### src/rtl/seg7_scan_display_if.sv
// Purpose: digit-entry to display bus; digits, edit select and LZ control in, scan outputs back.
// Latency: none, plain wires.
// Backpressure: none, display side samples continuously.
interface seg7_scan_display_if;
   logic [3:0] x1;
   logic [3:0] x2;
   logic [3:0] x3;
   logic [3:0] x4;
   logic [3:0] sel;
   logic       blank_lz;
   logic [3:0] an;
   logic [6:0] seg;
   logic       dp;

   // entry side: drives digits and controls, observes the panel drive
   modport master (
      output x1, x2, x3, x4, sel, blank_lz,
      input  an, seg, dp
   );

   // display side: consumes digits, drives the panel
   modport slave (
      input  x1, x2, x3, x4, sel, blank_lz,
      output an, seg, dp
   );
endinterface

### src/rtl/seg7_scan_display.sv
// Purpose: 4-digit multiplexed common-anode 7-seg driver with blanking, LZ suppress, edit blink.
// Latency: inputs shadowed at frame start; a digit lights one dead cycle after its slot tick.
// Backpressure: none; inputs are sampled once per frame and may change freely at any time.
module seg7_scan_display #(
   parameter int SCAN_DIV     = 120,
   parameter int BLINK_FRAMES = 64
) (
   input logic                clk,
   input logic                rst,
   seg7_scan_display_if.slave dbus
);

   localparam int PW = $clog2(SCAN_DIV);
   localparam int BW = (BLINK_FRAMES > 1) ? $clog2(BLINK_FRAMES) : 1;
   localparam logic [PW-1:0] PRESC_MAX = PW'(SCAN_DIV - 1);
   localparam logic [BW-1:0] BLINK_MAX = BW'(BLINK_FRAMES - 1);

   // WAIT only exists between reset release and the first tick, so the
   // first lit slot after reset is idx0 rather than idx1.
   typedef enum logic [1:0] {
      ST_WAIT = 2'd0,
      ST_DEAD = 2'd1,
      ST_LIT  = 2'd2
   } scan_state_t;

   scan_state_t   state;
   scan_state_t   state_nxt;
   logic [PW-1:0] presc;
   logic          tick;
   logic          slot_adv;
   logic          frame_wrap;
   logic [1:0]    idx;
   logic [BW-1:0] blink_cnt;
   logic          blink_ph;
   logic [3:0]    sh_x [4];
   logic [3:0]    sh_sel;
   logic          sh_lz;
   logic [3:0]    cur_v;
   logic          sel_oh;
   logic          edit;
   logic          lead_zero;
   logic [6:0]    pix;
   logic [3:0]    an_nxt;
   logic [6:0]    seg_nxt;
   logic [3:0]    an_q;
   logic [6:0]    seg_q;

   function automatic logic [6:0] seg_decode(input logic [3:0] v);
      logic [6:0] s;
      case (v)
         4'd0:    s = 7'b1000000;
         4'd1:    s = 7'b1111001;
         4'd2:    s = 7'b0100100;
         4'd3:    s = 7'b0110000;
         4'd4:    s = 7'b0011001;
         4'd5:    s = 7'b0010010;
         4'd6:    s = 7'b0000010;
         4'd7:    s = 7'b1111000;
         4'd8:    s = 7'b0000000;
         4'd9:    s = 7'b0010000;
         default: s = 7'b0111111;   // non-BCD shows a dash
      endcase
      return s;
   endfunction

   assign tick       = (presc == PRESC_MAX);
   assign slot_adv   = tick && (state != ST_WAIT);
   assign frame_wrap = slot_adv && (idx == 2'd3);

   // free-running slot prescaler
   always_ff @(posedge clk or negedge rst) begin
      if (!rst) presc <= '0;
      else      presc <= tick ? '0 : presc + PW'(1);
   end

   // slot index advances on every tick once scanning has started
   always_ff @(posedge clk or negedge rst) begin
      if (!rst)          idx <= 2'd0;
      else if (slot_adv) idx <= idx + 2'd1;
   end

   // shadow capture at frame start keeps a whole frame consistent
   always_ff @(posedge clk or negedge rst) begin
      if (!rst) begin
         sh_x[0] <= 4'd0;
         sh_x[1] <= 4'd0;
         sh_x[2] <= 4'd0;
         sh_x[3] <= 4'd0;
         sh_sel  <= 4'd0;
         sh_lz   <= 1'b0;
      end else if (frame_wrap) begin
         sh_x[0] <= dbus.x1;
         sh_x[1] <= dbus.x2;
         sh_x[2] <= dbus.x3;
         sh_x[3] <= dbus.x4;
         sh_sel  <= dbus.sel;
         sh_lz   <= dbus.blank_lz;
      end
   end

   // blink phase flips every BLINK_FRAMES frames
   always_ff @(posedge clk or negedge rst) begin
      if (!rst) begin
         blink_cnt <= '0;
         blink_ph  <= 1'b0;
      end else if (frame_wrap) begin
         if (blink_cnt == BLINK_MAX) begin
            blink_cnt <= '0;
            blink_ph  <= ~blink_ph;
         end else begin
            blink_cnt <= blink_cnt + BW'(1);
         end
      end
   end

   // pattern for the current slot: blink-off beats LZ blank beats decode
   always_comb begin
      cur_v     = sh_x[idx];
      sel_oh    = (sh_sel == 4'b0001) || (sh_sel == 4'b0010) ||
                  (sh_sel == 4'b0100) || (sh_sel == 4'b1000);
      edit      = sel_oh && sh_sel[idx];
      lead_zero = 1'b0;
      case (idx)
         2'd0:    lead_zero = (sh_x[0] == 4'd0);
         2'd1:    lead_zero = (sh_x[0] == 4'd0) && (sh_x[1] == 4'd0);
         2'd2:    lead_zero = (sh_x[0] == 4'd0) && (sh_x[1] == 4'd0) && (sh_x[2] == 4'd0);
         default: lead_zero = 1'b0;   // rightmost digit always shown
      endcase
      pix = seg_decode(cur_v);
      if (edit && blink_ph)                 pix = 7'h7F;
      else if (sh_lz && !edit && lead_zero) pix = 7'h7F;
   end

   // scan state register
   always_ff @(posedge clk or negedge rst) begin
      if (!rst) state <= ST_WAIT;
      else      state <= state_nxt;
   end

   // next state and next panel drive; every tick forces one all-off cycle
   always_comb begin
      state_nxt = state;
      an_nxt    = 4'b1111;
      seg_nxt   = 7'h7F;
      case (state)
         ST_WAIT: begin
            if (tick) state_nxt = ST_DEAD;
         end
         ST_DEAD: begin
            state_nxt = ST_LIT;
            an_nxt    = ~(4'b1000 >> idx);
            seg_nxt   = pix;
         end
         ST_LIT: begin
            if (tick) begin
               state_nxt = ST_DEAD;
            end else begin
               an_nxt  = ~(4'b1000 >> idx);
               seg_nxt = pix;
            end
         end
         default: state_nxt = ST_WAIT;
      endcase
   end

   // registered panel outputs
   always_ff @(posedge clk or negedge rst) begin
      if (!rst) begin
         an_q  <= 4'b1111;
         seg_q <= 7'h7F;
      end else begin
         an_q  <= an_nxt;
         seg_q <= seg_nxt;
      end
   end

   assign dbus.an  = an_q;
   assign dbus.seg = seg_q;
   assign dbus.dp  = 1'b1;

endmodule

### src/flat_wrapper.sv
// flat-port wrapper written by rule: the top's interface ports become plain ports
module seg7_scan_display_flat 
#(
   parameter int SCAN_DIV     = 120,
   parameter int BLINK_FRAMES = 64
)
  (clk, rst, dbus_x1, dbus_x2, dbus_x3, dbus_x4, dbus_sel, dbus_blank_lz, dbus_an, dbus_seg, dbus_dp);
  seg7_scan_display_if dbus_i ();
  input logic clk;
  input logic rst;
  input wire logic [$bits(dbus_i.x1)-1:0] dbus_x1;
  input wire logic [$bits(dbus_i.x2)-1:0] dbus_x2;
  input wire logic [$bits(dbus_i.x3)-1:0] dbus_x3;
  input wire logic [$bits(dbus_i.x4)-1:0] dbus_x4;
  input wire logic [$bits(dbus_i.sel)-1:0] dbus_sel;
  input wire logic [$bits(dbus_i.blank_lz)-1:0] dbus_blank_lz;
  output wire logic [$bits(dbus_i.an)-1:0] dbus_an;
  output wire logic [$bits(dbus_i.seg)-1:0] dbus_seg;
  output wire logic [$bits(dbus_i.dp)-1:0] dbus_dp;
  assign dbus_i.x1 = dbus_x1;
  assign dbus_i.x2 = dbus_x2;
  assign dbus_i.x3 = dbus_x3;
  assign dbus_i.x4 = dbus_x4;
  assign dbus_i.sel = dbus_sel;
  assign dbus_i.blank_lz = dbus_blank_lz;
  assign dbus_an = dbus_i.an;
  assign dbus_seg = dbus_i.seg;
  assign dbus_dp = dbus_i.dp;
  seg7_scan_display #(.SCAN_DIV(SCAN_DIV), .BLINK_FRAMES(BLINK_FRAMES)) u_core (.clk(clk), .rst(rst), .dbus(dbus_i));
endmodule
### config.mk
export PLATFORM = sky130hd
export DESIGN_NAME = seg7_scan_display_flat
export DESIGN_NICKNAME = d
export VERILOG_FILES = /design/src/rtl/seg7_scan_display_if.sv /design/src/rtl/seg7_scan_display.sv /design/src/flat_wrapper.sv
export SDC_FILE = /design/constraint.sdc
export NUM_CORES = 1
export LEC_CHECK = 0
export ABC_AREA = 1
export BUFFER_PORTS_ARGS = -buffer_cell sky130_fd_sc_hd__clkbuf_2
export CAP_MARGIN = 20
export CORE_MARGIN = 10
export CORE_UTILIZATION = 55
export CTS_CLUSTER_DIAMETER = 100
export DETAILED_ROUTE_END_ITERATION = 7
export PLACE_DENSITY = 0.82
export SLEW_MARGIN = 20
export SYNTH_ARGS = -nofsm -noshare
export SYNTH_HDL_FRONTEND = slang
export SYNTH_SLANG_ARGS = --single-unit
### constraint.sdc
create_clock -name clk -period 2.01 [get_ports clk]
set_clock_uncertainty 0.15 [all_clocks]
set_input_delay 0 -clock clk [delete_from_list [all_inputs] [get_ports clk]]
set_output_delay 0 -clock clk [all_outputs]
set_load 0.05 [all_outputs]
# [After elaboration in Yosys (flattened, before gate mapping)]
# Memories as Yosys holds them, arrays and structs flattened.
# Cells that the tools add are included.
[totals] ramBits=0 inputBits=23 out_inout_bits=12 latch_bits=0 rom_bits=112 ff_bits=50 word_cells=71 mem_count=1
[mem_list] memory="(name not given)" words=16 word_bits=7 rd=1 rd_clocked_by_memory_dff=0 write_ports=0 line="seg7_scan_display.sv:50" rtl="case (v)"
[op_classes] order_cmp=2 n_shift=1 mul=0 eq_ne=12 add_sub_neg=3 n_reduce_logical=20 n_mux=16 n_bitwise=3 n_div=0
[op_table] operator="7-bit 2-to-1 mux" count=4
[op_table] operator="7-bit case mux with 2 select lines" count=1
[op_table] operator="4-bit zero test" count=3
[op_table] operator="4-bit 2-to-1 mux" count=3
[op_table] operator="4-bit binary-select mux with 2-bit select" count=1
[op_table] operator="1-bit logical AND" count=8
[op_table] operator="4-bit case mux with 2 select lines" count=1
[op_table] operator="7-bit by 1-bit adder with 7-bit output (second input constant)" count=1
[op_table] operator="7-bit equality test (second input constant)" count=1
[op_table] operator="6-bit by 1-bit adder with 6-bit output (second input constant)" count=1
[op_table] operator="2-bit equality test (second input constant)" count=3
[op_table] operator="6-bit equality test (second input constant)" count=1
[op_table] operator="6-bit 2-to-1 mux" count=1
[op_table] operator="2-bit by 1-bit equality test with 1-bit output (second input constant)" count=2
[op_table] operator="4-bit by 1-bit equality test with 1-bit output (second input constant)" count=1
[op_table] operator="4-bit by 2-bit equality test with 1-bit output (second input constant)" count=1
[op_table] operator="4-bit by 3-bit equality test with 1-bit output (second input constant)" count=1
[op_table] operator="4-bit equality test (second input constant)" count=1
[op_table] operator="2-bit zero test" count=2
[op_table] operator="4-bit inverter" count=1
[op_table] operator="2-bit case mux with 2 select lines" count=1
[op_table] operator="4-bit by 2-bit right shift with 4-bit output (first input constant)" count=1
[op_table] operator="3-bit greater-or-equal comparator (second input constant)" count=1
[op_table] operator="1-bit logical OR" count=3
[op_table] operator="other kinds (13)" count=13

# [Longest topological paths before layout]
# Gate-level depths: netlist of run 1.
[depth] word_depth=12 mapped_depth=15

# [Worst setup path before layout of run 1]
# No wires, ideal clock.
[synth_timing] path_type="reg2reg" start="register u_core.idx[0]" end="register u_core.seg_q[6], in the netlist u_core.dbus.seg[6]" slack_ns=0.177 synth_period_minus_slack_ns=1.833 setup_time_ns=0.079 t_arrival_ns=1.604 path_buffers=1 t_required_ns=1.781 stages_incl_launch_ff=15 cell_sequence="dfrtp_1 buf_4 a21oi_1 o21ai_0 nand2_2 inv_1 ha_1 inv_1 nand3_1 nand2_1 nor2_1 nor2_1 nand3_1 nand2_1 nand2_1"
[synth_via] elab_chain_len=10 word_cells_on_any_way=20
[synth_lines] item="from (decl)" line="seg7_scan_display.sv:32" rtl="logic [1:0] idx;"
[synth_lines] item="from (signal assigned)" line="seg7_scan_display.sv:79" rtl="else if (slot_adv) idx <= idx + 2'd1;"
[synth_lines] item="parallel branches: the longest is 7 deep, another holds memory read 16 x 7 bit"
[synth_lines] item="7-bit 2-to-1 mux (*)" line="seg7_scan_display.sv:130" rtl="if (edit && blink_ph) pix = 7'h7F;"
[synth_lines] item="7-bit 2-to-1 mux" line="seg7_scan_display.sv:155" rtl="if (tick) begin"
[synth_lines] item="7-bit case mux with 2 select lines (*)" line="seg7_scan_display.sv:145" rtl="case (state)"
[synth_lines] item="named net u_core.seg_nxt[6]" line="seg7_scan_display.sv:44" rtl="logic [6:0] seg_nxt;"
[synth_lines] item="to (signal assigned)" line="seg7_scan_display.sv:173" rtl="seg_q <= seg_nxt;"
[synth_lines] item="to (decl)" line="seg7_scan_display.sv:46" rtl="logic [6:0] seg_q;"
# Mark *: on every way through the listed nets, which the timed path passes. The select of a mux whose other input is x is not followed.
# A chain may end at the register's enable or synchronous reset.

# [Worst setup path after layout of run 1]
# Ends and elaborated chain as after synthesis.

==> results.cfg, run 1 <==
[routing]
via_per_inst = 4.85
drt.antenna.violating_nets = 0
drt_iter0_drc = 87
finalWirelength_um = 5690
remaining_drc_errors = 0
first_pass_iters = 4
wl_per_cell_um = 12.2
num_vias = 2271

[layout]
final_cell_mix = 120 x nand2_1, 37 x dfrtp_1, 33 x clkbuf_2
multi_input_area_um2 = 1280
area_growth_pct = 23.3
fin_area_um2 = 3350
diodes = 0
post-route-util_pct = 70.5
final_common_cell = nand2_1
regArea_um2 = 1270
num-fill-cells = 372
nets = 438
drive_above_1_share_pct = 23.9

[place]
gp_congestion = 0.928
post_dp_cell_area_um2 = 2990
dpl.hpwl_um = 3990
dpl_worst_slack_ns = 0.0760
numPortBuffers = 33

[sta]
fmax_ghz = 0.520
tightest_slew_ns = 0.598
finalSetupViolations = 0
period_share_pct = 95.6
layout_min_cycle_time_ns = 1.92
fin_ws_ns = 0.0886
relSlewSlack_pct = 60.1
slew_viol_final = 0
final-hold-violation-count = 0

[pwr]
power_uw = 1650
ir_drop_v = 0.000350
sw_frac_of_total_pct = 21.3
clkPwrFrac_pct = 34.2
power.density_nw_per_um2 = 492
p_seq_share_pct = 61.1
pwr-share-comb_pct = 4.8
p_sw_uw = 351
leakagePower_uw = 0.00162
p_int_uw = 1300

[clock_tree]
clock_sinks = 50
clkSlewWorstSetupHoldPaths_ns = 0.09
cts_tree = done
ctsRootBufferMaster = clkbuf_8
cts_max_level = 2
clk_path_buf_depth = 2
insertion_delay_ns = 0.30
cts_inserted_buffers = 5

[synthesis]
synthesis.area_um2 = 2720
synth_fp_nets = 370
post_synth.cell_area_avg_um2 = 8.19
synth_seq_cells = 50
async_flop_share_pct = 100
yosysSeqAreaShare_pct = 46.5
synth_ff_type = dfrtp_1
ys_types = 31
netlist_instances = 332
yosysWarnings = 0
synth-edff-count = 0

[floorplanning]
die-height_um = 90.3
fp-row-count = 25
start_util_pct = 57.2
core-area_um2 = 4750
ios = 35
die_area_um2 = 8160
fp.dieW_um = 90.3

[global_route]
antenna_found_initial = 0
grt_pass1_vias = 2294
grt.total_usage_pct = 14.3
grt_pass1_wl_um = 10100
grt_max_degree = 51
grt_overflow = 0

[run_status]
status = finished clean

[min_path]
hp-class = input pin to asynchronous set/reset pin

[critical_path]
r2r_setup_slack_ns = 0.09
crit_fanout = 6
reg2reg_from = u_core.idx[0]
r2r.worst_path.cells = 14
crit_arrival_ns = 1.99
r2r_end = u_core.dbus.seg[6]
path_class = flop to flop
cp.required_ns = 2.08
cp-start-kind = flop
end_kind = flop

[job]
maxCapViolCount = 0
-- synthesized netlist by cell type (3+ instances only) --
cell       n  area share, %
nand2_1  120             17
buf_4      5            1.4
o21ai_0   19            3.5
nand3_2    6            2.2
nand2_2    5            1.1
inv_2      5           0.69
dfrtp_1   39             36
nor2_1    18            2.5
ha_1      15            6.9
a21oi_1    6            1.1
nand3_1   23            4.2
xor2_1     5            1.6
inv_1     29            4.0
nand2_4    3            1.2
nor2_2     3           0.69
dfstp_2   11             11
-- worst max-delay path by stage --
stage | from | to | cells past startpoint
floorplan | u_core.idx[0] | u_core.dbus.seg[6] | 14
global placement | u_core.idx[0] | u_core.dbus.seg[3] | 10
detailed placement | u_core.idx[0] | u_core.dbus.seg[6] | 14
CTS | u_core.idx[0] | u_core.dbus.seg[6] | 14
global route | u_core.idx[0] | u_core.dbus.seg[5] | 14
finish | u_core.idx[0] | u_core.dbus.seg[6] | 14
-- flip-flops by register name, summed over array words and instances, names as in the netlist --
signal / count
u_core.sh_x: 16
u_core.dbus.seg: 7
u_core.presc: 7
u_core.blink_cnt: 6
u_core.dbus.an: 4
u_core.sh_sel: 4
u_core.idx: 2
u_core.state: 2
u_core.blink_ph: 1
u_core.sh_lz: 1
-- layout make-up --
| class | count | area share [%] |
|---|---|---|
| Clock buffer | 7 | 2.28 |
| Multi-Input combinational cell | 239 | 38.2 |
| Timing Repair Buffer | 69 | 15.0 |
| Sequential cell | 50 | 37.8 |
| Tap cell | 67 | 2.50 |
| Clock inverter | 1 | 0.224 |
| Inverter | 35 | 3.99 |
-- through the flow --
step | hold WS, ns | setup TNS, ns | cells
finish | 0.172 | 0 | 468
global route | 0.224 | -0.0685 | 468
CTS | 0.198 | 0 | 463
detailed placement | -0.0148 | 0 | 433
global placement | -0.0228 | 0 | 433
floorplan | -0.446 | 0 | 332
-- logic make-up after synthesis --
kind of cell    Yosys count  synth area share, %
buf+inv                  43                 7.27
simple gates            185                 30.7
fa+ha+maj                15                 6.90
xor+xnor                  7                 2.25
other cells               1                0.138
flops                    50                 46.5
compound gates           31                 6.26
-- metal layers --
metal  wire length, um  vias up  global-route usage [%]
li1                  -     1173                       -
met1              2530     1047                    16.9
met2              2820       43                    24.6
met3               283        8                    4.74
met4                55        0                    2.79
met5                 0        -                       0
-- repair_timing --
| action | CTS | global route |
|---|---|---|
| hold endpoints to repair | 60 | 0 |
| hold buffers | 22 | 0 |
| endpoints found under the setup margin | 0 | 12 |
| setup buffers | 0 | 5 |
| resized for setup | 0 | 9 |
-- power groups by stage --
stage / clock network (uW) / registers [uW] / logic (uW)
floorplan: 0 / 1030 / 5.57
global placement: 0 / 1030 / 44.1
detailed placement: 0 / 1030 / 45.1
CTS: 573 / 1010 / 78.1
global route: 615 / 1010 / 87.3
finish: 563 / 1010 / 78.8
-- worst max-delay path: stages (launching register included) --
cell	delay, ns
dfrtp_2	0.42
buf_4	0.16
a21oi_1	0.12
o21ai_1	0.09
nand2_2	0.12
inv_1	0.07
ha_1	0.19
inv_1	0.07
nand3_2	0.08
nand2_1	0.07
nor2_1	0.03
nor2_1	0.08
nand3_1	0.07
nand2_1	0.06
nand2_1	0.05
Power figures use the tool's default switching activity.
==> run 2: changes to the inputs <==
Settings changed: CORE_ASPECT_RATIO from default to 0.75.
Clock period 2.01 ns to 2.3 ns, I/O delays scaled along.
==> run 2 against run 1 <==
  * Setup slack improved by 0.25 ns
  * Sequential share of layout area grew 1.2 points
  * Flip-flop and latch count is the same
  * Power is 6.0% lower
  * Sequential power is 13% lower
  * Count of clock-buffer cells in the layout unchanged
==> results.cfg, run 2 (same netlist as run 1, synthesis figures left out) <==
[clock_tree]
clkSlewWorstSetupHoldPaths_ns = 0.09
insertion_delay_ns = 0.30
ctsRootBufferMaster = clkbuf_8
post_cts.repair.setup_buffers = 0
clk_path_buf_depth = 2
clock_sinks = 50
cts_inserted_buffers = 5
cts_tree = done
cts_max_level = 2

[critical_path]
r2r_end = u_core.dbus.seg[6]
path_class = flop to flop
r2r_setup_slack_ns = 0.34
cp-start-kind = flop
reg2reg_from = u_core.idx[1]
cp.required_ns = 2.38
r2r.worst_path.cells = 14
crit_fanout = 9
crit_arrival_ns = 2.04
end_kind = flop

[floorplanning]
die-height_um = 80.9
fp.dieW_um = 101
ios = 35
fp-row-count = 22
start_util_pct = 56.1
die_area_um2 = 8190
core-area_um2 = 4840

[routing]
drt_iter0_drc = 143
remaining_drc_errors = 0
drt.antenna.violating_nets = 0
met1Wirelength_um = 2800
first_pass_iters = 4
met3WireLength_um = 336
dr.max_layer_used = met4
via_per_inst = 4.79
num_vias = 2155
wl_met2_um = 2420
finalWirelength_um = 5600
wl_per_cell_um = 12.4

[global_route]
grt_pass1_wl_um = 9980
grt_overflow = 0
antenna_found_initial = 0
grt.total_usage_pct = 14.6
grt_pass1_vias = 2209
grt_max_degree = 51

[sta]
final-hold-violation-count = 0
fin_ws_ns = 0.344
finalSetupViolations = 0
period_share_pct = 85.1
tightest_slew_ns = 0.602
layout_min_cycle_time_ns = 1.96
rsz0062_at_grt = false
relSlewSlack_pct = 59.9
finalSetupTns_ns = 0
slew_viol_final = 0
fmax_ghz = 0.511

[place]
dpl_worst_slack_ns = 0.224
dp_cells = 420
gp_congestion = 0.866
numPortBuffers = 33
dpl.hpwl_um = 4000

[layout]
nets = 427
final_cell_mix = 120 x nand2_1, 37 x dfrtp_1, 33 x clkbuf_2
final_cells = 450
diodes = 0
drive_above_1_share_pct = 20.8
area_growth_pct = 19.4
final_common_cell = nand2_1
post-route-util_pct = 67.0
regMostFlops = u_core.sh_x
largest_reg_flops = 16

[pwr]
power_uw = 1550
ir_drop_v = 0.000448
power.density_nw_per_um2 = 477
leakagePower_uw = 0.00158

[min_path]
hp-class = input pin to asynchronous set/reset pin

[run_status]
status = finished clean

[job]
maxCapViolCount = 0
## run 2: worst max path at each step
stage	from	to	depth (start not counted)	slack [ns]
after detailed placement	u_core.idx[0]	u_core.dbus.seg[6]	14	0.22
after global placement	u_core.idx[1]	u_core.dbus.seg[6]	14	0.28
after global routing	u_core.idx[0]	u_core.dbus.seg[5]	14	0.06
after CTS	u_core.idx[0]	u_core.dbus.seg[6]	14	0.20
after floorplan	u_core.idx[0]	u_core.dbus.seg[6]	14	0.47
final	u_core.idx[1]	u_core.dbus.seg[6]	14	0.34
## run 2: per-stage QoR
stage	instance area [um^2]	hold slack (ns)
finish	3250	0.165
global route	3250	0.249
CTS	3250	0.193
detailed placement	2920	-0.0196
global placement	2920	-0.0200
floorplan	2720	-0.446
## run 2: report_power, final
group / internal (uW) / leakage, uW / total, uW / switching, uW
clock: 326 / 0.0000524 / 603 / 277
combinational: 38.2 / 0.000990 / 67.8 / 29.6
sequential: 879 / 0.000533 / 879 / 0
total: 1240 / 0.00158 / 1550 / 307
## run 2: what timing repair did
| action | 4_1_cts | 5_1_grt |
|---|---|---|
| setup endpoints to repair | 0 | 2 |
| endpoints found under the hold margin | 60 | 0 |
| resized for setup | 0 | 2 |
| hold buffers | 22 | 0 |
## run 2: layout make-up
type                            instances  area [um^2]
Inverter                               35          134
Timing Repair Buffer                   58          408
Fill cell                             412         1600
Multi-Input combinational cell        239         1260
Sequential cell                        50         1270
Clock buffer                            7         76.3
Clock inverter                          1         30.0
Tap cell                               60         75.1
## run 2: worst max-delay path: stages (launching register included)
cell and delay (ns):
dfrtp_2 0.51, inv_4 0.11, a21oi_1 0.12, o21ai_1 0.09, nand2_2 0.12, inv_1 0.07
ha_1 0.19, inv_1 0.05, nand3_1 0.09, nand2_1 0.07, nor2_1 0.04, nor2_1 0.09
nand3_1 0.07, nand2_1 0.06, nand2_1 0.05
## run 2: per-layer routing
| metal | vias up | track usage (%) |
|---|---|---|
| met2 | 50 | 22.5 |
| met4 | 0 | 3.47 |
| li1 | 1153 | - |
| met3 | 7 | 4.41 |
| met1 | 945 | 19.8 |
| met5 | - | 0 |
==> run 3: changes to the inputs <==
Settings changed: CELL_PAD_IN_SITES_DETAIL_PLACEMENT from default to 2, CELL_PAD_IN_SITES_GLOBAL_PLACEMENT from default to 2, CORE_UTILIZATION 55 to 37, PLACE_DENSITY 0.82 to 0.91.
==> run 3 against run 2 <==
  * Count of clock-buffer cells in the layout unchanged
  * Die area increased by 37%
  * Clock power decreased by 11%
  * Via count increased by 11%
  * Largest cell class unchanged
  * Highest routed layer unchanged
==> results.cfg, run 3 (same netlist as run 1, synthesis figures left out) <==
[run_status]
status = finished clean

[layout]
multi_input_area_um2 = 1260
nets = 430
drive_above_1_share_pct = 21.6
final_common_cell = nand2_1
area_growth_pct = 21.9
largest_reg_flops = 16
num-fill-cells = 782
final_cell_mix = 120 x nand2_1, 37 x dfrtp_1, 33 x clkbuf_2
regMostFlops = u_core.sh_x
diodes = 0
regArea_um2 = 1270

[clock_tree]
cts_max_level = 2
cts_inserted_buffers = 5
ctsRootBufferMaster = clkbuf_8
clock_sinks = 50
cts_tree = done
insertion_delay_ns = 0.31
clkSlewWorstSetupHoldPaths_ns = 0.09
clk_path_buf_depth = 2

[sta]
fmax_ghz = 0.469
layout_min_cycle_time_ns = 2.13
rsz0062_at_grt = false
fin_ws_ns = 0.170
final-hold-violation-count = 0
period_share_pct = 92.6
tightest_slew_ns = 0.649
slew_viol_final = 0
relSlewSlack_pct = 56.7
finalSetupTns_ns = 0
finalSetupViolations = 0

[critical_path]
crit_fanout = 9
crit_arrival_ns = 2.22
reg2reg_from = u_core.idx[1]
cp-start-kind = flop
path_class = flop to flop
cp.required_ns = 2.39
end_kind = flop
cpPeakStageDelay_ns = 0.49
startpoint = u_core.idx[1]
critPathSlowestCell = dfrtp_2
crit_path_cell_trace = inv_4 > a21oi_1 > o21ai_1 > nand2_2 > inv_1 > ha_1 > inv_1 > nand3_1 > nand2_1 > nor2_1 > nor2_1 > nand3_1 > nand2_1 > nand2_1
path_buf_inv = 3
path_common_cell = nand2_1
path_delay_family = simple AND/OR/NAND/NOR gates

[pwr]
sw_frac_of_total_pct = 22.0
pwr-share-comb_pct = 4.8
leakagePower_uw = 0.00159
clkPwrFrac_pct = 36.1
p_seq_share_pct = 59.1
power_uw = 1490
p_int_uw = 1160
p_sw_uw = 328
power.density_nw_per_um2 = 449
ir_drop_v = 0.000193

[job]
maxCapViolCount = 0

[global_route]
grt_pass1_vias = 2790
antenna_found_initial = 0
grt.total_usage_pct = 16.1
grt_overflow = 0
grt_max_degree = 51
grt_pass1_wl_um = 14600

[routing]
drt_iter0_drc = 132
via_per_inst = 4.87
wl_per_cell_um = 17.9
drt.antenna.violating_nets = 0
num_vias = 2390
remaining_drc_errors = 0
first_pass_iters = 4
finalWirelength_um = 8770

[floorplanning]
core-area_um2 = 6960
fp-row-count = 26
die-height_um = 94.3
ios = 35
die_area_um2 = 11200
start_util_pct = 39.1
fp.dieW_um = 119

[place]
gp_congestion = 0.815
dpl_worst_slack_ns = 0.159
dpl.hpwl_um = 6020
numPortBuffers = 33

[min_path]
hp-class = input pin to asynchronous set/reset pin
run 3: final cells by class:
type,count,share of cell area [%]
clock inverter,1,0.151
sequential,50,38.2
tap,98,3.70
clock buffer,7,2.60
multi-input combinational,239,37.9
timing repair buffer,61,13.4
inverter,35,4.04
run 3: metal layers:
metal	share of wire [%]	vias up	GRT usage [%]	routed length, um
li1	-	1152	-	-
met2	51	35	29.5	4470
met4	0.81	0	3.14	71
met1	45	1193	19.1	3970
met3	3.0	10	3.18	266
met5	0	-	0	0
run 3: worst reg2reg max path: stages (launching register included):
cell     delay [ns]
dfrtp_2        0.49
inv_4          0.11
a21oi_1        0.15
o21ai_1        0.10
nand2_2        0.13
inv_1          0.09
ha_1           0.20
inv_1          0.06
nand3_1        0.11
nand2_1        0.09
nor2_1         0.04
nor2_1         0.13
nand3_1        0.10
nand2_1        0.07
nand2_1        0.05
run 3: stage by stage:
step                      instances  instance area, um^2  util [%]  hold WS [ns]
after global placement          460                 2990      43.0       -0.0106
after detailed placement        460                 2990      43.0      0.000318
after global routing            491                 3320      47.6         0.239
final                           491                 3320      47.6         0.178
after floorplan                 332                 2720         -        -0.446
after CTS                       490                 3310      47.5         0.213
run 3: final timing paths:
kind                                        to  depth (start not counted)  slack (ns)
max                         u_core.dbus.seg[6]                         14        0.17
min                        u_core.blink_cnt[3]                          3        0.18
max reg2reg                 u_core.dbus.seg[6]                         14        0.17
min reg2reg                    u_core.presc[0]                          1        0.32
max in group asynchronous        u_core.idx[1]                          3        1.33
min in group clk                u_core.sh_x[3]                          4        0.28
run 3: power groups by stage:
stage	registers [uW]	logic (uW)	clock network [uW]
2_1_floorplan	896	4.87	0
3_3_place_gp	896	39.4	0
3_5_place_dp	896	41.1	0
4_1_cts	879	70.1	558
5_1_grt	880	79.8	592
6_report	879	72.1	537
run 3: what timing repair did:
action | 4_1_cts | 5_1_grt
buffers inserted | 0 | 1
hold buffers | 22 | 0
gates resized for setup | 1 | 1
endpoints found under the setup margin | 1 | 4
endpoints found under the hold margin | 60 | 0
